### config.mk
export PLATFORM = sky130hd
export DESIGN_NAME = elm_argmax_ctrl
export DESIGN_NICKNAME = d
export VERILOG_FILES = /design/src/rtl/elm_argmax_ctrl.sv
export SDC_FILE = /design/constraint.sdc
export NUM_CORES = 1
export LEC_CHECK = 0
export ABC_AREA = 1
export BUFFER_PORTS_ARGS = -buffer_cell sky130_fd_sc_hd__buf_2
export CAP_MARGIN = 20
export CORE_MARGIN = 10
export CORE_UTILIZATION = 40
export DETAILED_ROUTE_END_ITERATION = 6
export PLACE_DENSITY = 0.64
export REMOVE_ABC_BUFFERS = 1
export SYNTH_ARGS = -nofsm -noshare
export SYNTH_HDL_FRONTEND = slang
export SYNTH_SLANG_ARGS = --single-unit
export TNS_END_PERCENT = 20
### constraint.sdc
create_clock -name clk -period 14.6 [get_ports clk]
set_input_delay 2.92 -clock clk [delete_from_list [all_inputs] [get_ports clk]]
set_output_delay 2.92 -clock clk [all_outputs]
set_load 0.02 [all_outputs]
### src/rtl/elm_argmax_ctrl.sv
// Argmax controller for an ELM output layer: buffers N_CLASS signed scores per frame,
// scans them sequentially for the largest (lowest index wins ties) and holds the result.
module elm_argmax_ctrl #(
  parameter int unsigned N_CLASS = 10,
  parameter int unsigned W       = 48
) (
  input  logic                clk,
  input  logic                rst,
  input  logic                start,
  input  logic [W-1:0]        score_in,
  input  logic                score_valid,
  input  logic                score_last,
  output logic                score_ready,
  output logic [N_CLASS-1:0]  result_onehot,
  output logic [3:0]          result_idx,
  output logic                result_valid,
  input  logic                result_ready,
  output logic                busy,
  output logic                frame_err
);

  typedef enum logic [1:0] {StIdle, StLoad, StScan, StOut} state_e;

  localparam logic [3:0] LastIdx = 4'(N_CLASS - 1);

  state_e             state_q, state_d;
  logic [3:0]         count_q, count_d;
  logic [3:0]         cur_q, cur_d;
  logic [3:0]         max_q, max_d;
  logic [3:0]         res_idx_q, res_idx_d;
  logic [N_CLASS-1:0] res_oh_q, res_oh_d;
  logic               frame_err_q, frame_err_d;

  logic signed [W-1:0] buffer_q [N_CLASS];

  logic       xfer;
  logic       cur_wins;
  logic [3:0] win_idx;

  assign score_ready   = (state_q == StLoad);
  assign xfer          = score_valid & score_ready;
  assign result_valid  = (state_q == StOut);
  assign busy          = (state_q != StIdle);
  assign result_idx    = res_idx_q;
  assign result_onehot = res_oh_q;
  assign frame_err     = frame_err_q;

  // Strict greater-than keeps the earlier index on ties.
  assign cur_wins = buffer_q[cur_q] > buffer_q[max_q];
  assign win_idx  = cur_wins ? cur_q : max_q;

  // Score storage needs no reset; every entry is rewritten before a scan reads it.
  always_ff @(posedge clk) begin
    if (xfer) begin
      buffer_q[count_q] <= score_in;
    end
  end

  always_comb begin
    state_d     = state_q;
    count_d     = count_q;
    cur_d       = cur_q;
    max_d       = max_q;
    res_idx_d   = res_idx_q;
    res_oh_d    = res_oh_q;
    frame_err_d = frame_err_q;

    case (state_q)
      StIdle: begin
        if (start) begin
          state_d = StLoad;
          count_d = '0;
        end
      end
      StLoad: begin
        if (xfer) begin
          count_d = count_q + 4'd1;
          // score_last must coincide exactly with the final score; the frame length is fixed.
          if (score_last != (count_q == LastIdx)) begin
            frame_err_d = 1'b1;
          end
          if (count_q == LastIdx) begin
            state_d = StScan;
            count_d = '0;
            max_d   = '0;
            cur_d   = 4'd1;
          end
        end
      end
      StScan: begin
        max_d = win_idx;
        cur_d = cur_q + 4'd1;
        if (cur_q == LastIdx) begin
          state_d             = StOut;
          res_idx_d           = win_idx;
          res_oh_d            = '0;
          res_oh_d[LastIdx - win_idx] = 1'b1;
        end
      end
      StOut: begin
        if (result_ready) begin
          state_d = StIdle;
        end
      end
      default: state_d = StIdle;
    endcase
  end

  always_ff @(posedge clk) begin
    if (rst) begin
      state_q     <= StIdle;
      count_q     <= '0;
      cur_q       <= '0;
      max_q       <= '0;
      res_idx_q   <= '0;
      res_oh_q    <= '0;
      frame_err_q <= 1'b0;
    end else begin
      state_q     <= state_d;
      count_q     <= count_d;
      cur_q       <= cur_d;
      max_q       <= max_d;
      res_idx_q   <= res_idx_d;
      res_oh_q    <= res_oh_d;
      frame_err_q <= frame_err_d;
    end
  end

endmodule

==> results.yml <==
power_and_ir_drop:
  p_total_mw: 3.77
  p_int_mw: 2.70
  p_sw_mw: 1.08
  combPwrFrac_pct: 18.9
  seqPwrFrac_pct: 44.8
  p_leak_nw: 10.0
  ir_drop_uv: 106
  cellPowerDensity_mw_per_mm2: 131
  p_clk_share_pct: 36.3
  switching_share_pct: 28.5
global_route:
  antenna_found_initial: 7
  grt_pass1_wl_um: 109000
  grt_max_degree: 268
  first_global_vias: 19280
  track_usage_pct: 18.3
  grt_overflow: 0
synthesis:
  synth_top_area_share_pct: 55.4
  netlist_area_mm2: 0.0260
  synth_area_leaders: "edfxtp_1 55%, a21oi_1 6.4%, o21ai_0 5.7%"
  synth_top_cell_by_area: "edfxtp_1"
  synth_common_cells: "480 x edfxtp_1, 341 x inv_1, 331 x a21oi_1"
  yosys_register_bits: 517
  syn_avg_cell_area_um2: 9.94
  syn-instance-count: 2615
  synth_edf_count: 480
  synthArstFlopShare_pct: 0
  synth_cell_types: 32
  synthFlopType: "edfxtp_1"
  yosysMostFrequentCell: "edfxtp_1"
  ys_seq_area_share_pct: 58.3
  yosysWarnings: 0
sta:
  fin_crit_ps: 5930
  skew_ps: 28.2
  tns_ps: 0
  rsz0062_at_grt: "no"
  worst_pin_slew_ps: 1160
  slew_violations: 0
  finalCritPeriodShare_pct: 40.6
  max_freq_ghz: 0.169
  setup_viol: 0
  max_slew_margin_pct: 22.7
  finalHoldViolations: 0
clock_network:
  cts_buffer_depth: 3
  root_buffer: "clkbuf_16"
  ctsHoldBuffers: 0
  cts_tree: "built"
  cts.repair.resized: 0
  cts_buffers: 55
  cts_setup_buffers: 0
  clock_sinks: 517
  htreeDepth: 2
  clk_pin_slew_worst_paths_ps: 60
  insertion_delay_ps: 620
drt:
  drc: 0
  dr.pass1.iters: 5
  antenna_left: 0
  avgViaCountPerCell: 5.75
  dr.first_iter.drc_count: 1864
  vias: 20020
  wl_um: 71500
  wl_per_cell_um: 20.5
floorplan:
  placementRows: 93
  initial_utilization_pct: 40.4
  die-area_mm2: 0.0756
  coreArea_mm2: 0.0643
  ioPinCount: 72
  die_h_um: 275
  fp.dieW_um: 275
run:
  maxCapViolations: 0
critical_path:
  startpoint_type: "register"
  crit_arrival_ps: 6450
  path_class: "register to register"
  required_ps: 15110
  crit_path_max_fanout: 96
  endpoint_kind: "register"
placement:
  dp_hpwl_um: 38700
  place_congestion: 0.808
  io_buffers: 71
layout:
  area_growth_pct: 10.9
  drive_gt1_share_pct: 12.1
  num-nets-final: 2694
min_path:
  hp-class: "register to register"
run_status:
  status: "complete, no violations"
flip-flops by register name (all words and copies together), names as in the netlist, named ones only:
| register | flops |
|---|---|
| result_onehot | 10 |
| frame_err | 1 |
| buffer_q | 480 |
| state_q | 2 |
| cur_q | 4 |
| max_q | 4 |
| result_idx | 4 |
| count_q | 4 |
per-stage QoR:
stage                     setup WS, ps  instance area [um^2]  std cells  hold WS [ps]  utilization [%]
after global placement            9010                 27000       3379           455             42.0
final                             8670                 28800       3484           464             44.8
after detailed placement          8810                 27100       3381           456             42.0
after global routing              8210                 28800       3483           484             44.8
after floorplan                   4030                 25300       2424           452                -
after CTS                         8720                 28800       3482           465             44.8
final timing paths:
path,from,endpoint,slack [ps],cells past startpoint
max,register,result_onehot[4]$_SDFFE_PP0P_,8670,21
min reg2reg,result_onehot[2]$_SDFFE_PP0P_,result_onehot[2]$_SDFFE_PP0P_,460,2
max reg2reg,register,result_onehot[4]$_SDFFE_PP0P_,8670,21
min,result_onehot[2]$_SDFFE_PP0P_,result_onehot[2]$_SDFFE_PP0P_,460,2
metal layers:
| layer | track usage, % | part of all wire, % | vias to the layer above |
|---|---|---|---|
| met1 | 23.6 | 42 | 9670 |
| li1 | - | - | 9345 |
| met3 | 3.32 | 7.5 | 177 |
| met2 | 30.3 | 47 | 814 |
| met4 | 6.84 | 3.1 | 14 |
| met5 | 0 | 0.10 | - |
cell type report:
class | count | area [um^2]
flip-flops and latches | 517 | 15200
clock inverters | 33 | 282
inverters | 343 | 1290
diodes | 1 | 2.50
well taps | 855 | 1070
multi-input cells | 1564 | 8890
fillers | 5927 | 35500
repair buffers | 103 | 653
clock buffers | 68 | 1470
layout by cell type, fill, tap and decap left out, types with 56 or more instances in the layout:
cell and instances:
a31o_2 96, nand2_1 291, buf_2 71, nand3_1 221, clkbuf_16 57, edfxtp_1 480, ha_1 56, a21oi_1 331
o211ai_1 195, inv_1 337, o21ai_0 296
worst max-delay path: stages (launching register included):
cell and delay, ps:
dfxtp_4 780, buf_4 790, buf_4 810, o21ai_0 250, a21oi_1 170, a31o_2 120
inv_1 40, ha_1 280, nand2_1 90, nor2_1 230, nand4_1 370, nor3_2 260
nand2_1 130, nand4_1 150, nand3_4 130, o21a_1 240, ha_1 240, inv_1 80
nand3_1 90, nand2_2 170, nand3_1 110, a21oi_1 170
cells by family (layout without fill, tap and decap cells):
family | after synthesis | count (layout) | synth area share (%)
AO/OA/AOI/OAI | 929 | 929 | 21.3
AND/OR/NAND/NOR | 579 | 579 | 9.97
other | 0 | 1 | 0
buffers and inverters | 534 | 547 | 7.79
adder cells (fa/ha/maj) | 56 | 56 | 2.70
flip-flops | 517 | 517 | 58.3
power groups by stage:
stage / Combinational, mW / Sequential [mW] / Clock (mW)
floorplan: 0.493 / 1.77 / 0
global placement: 0.688 / 1.72 / 0
detailed placement: 0.705 / 1.72 / 0
CTS: 0.708 / 1.69 / 1.39
global route: 0.803 / 1.69 / 1.45
finish: 0.713 / 1.69 / 1.37
Power figures use the tool's default switching activity.
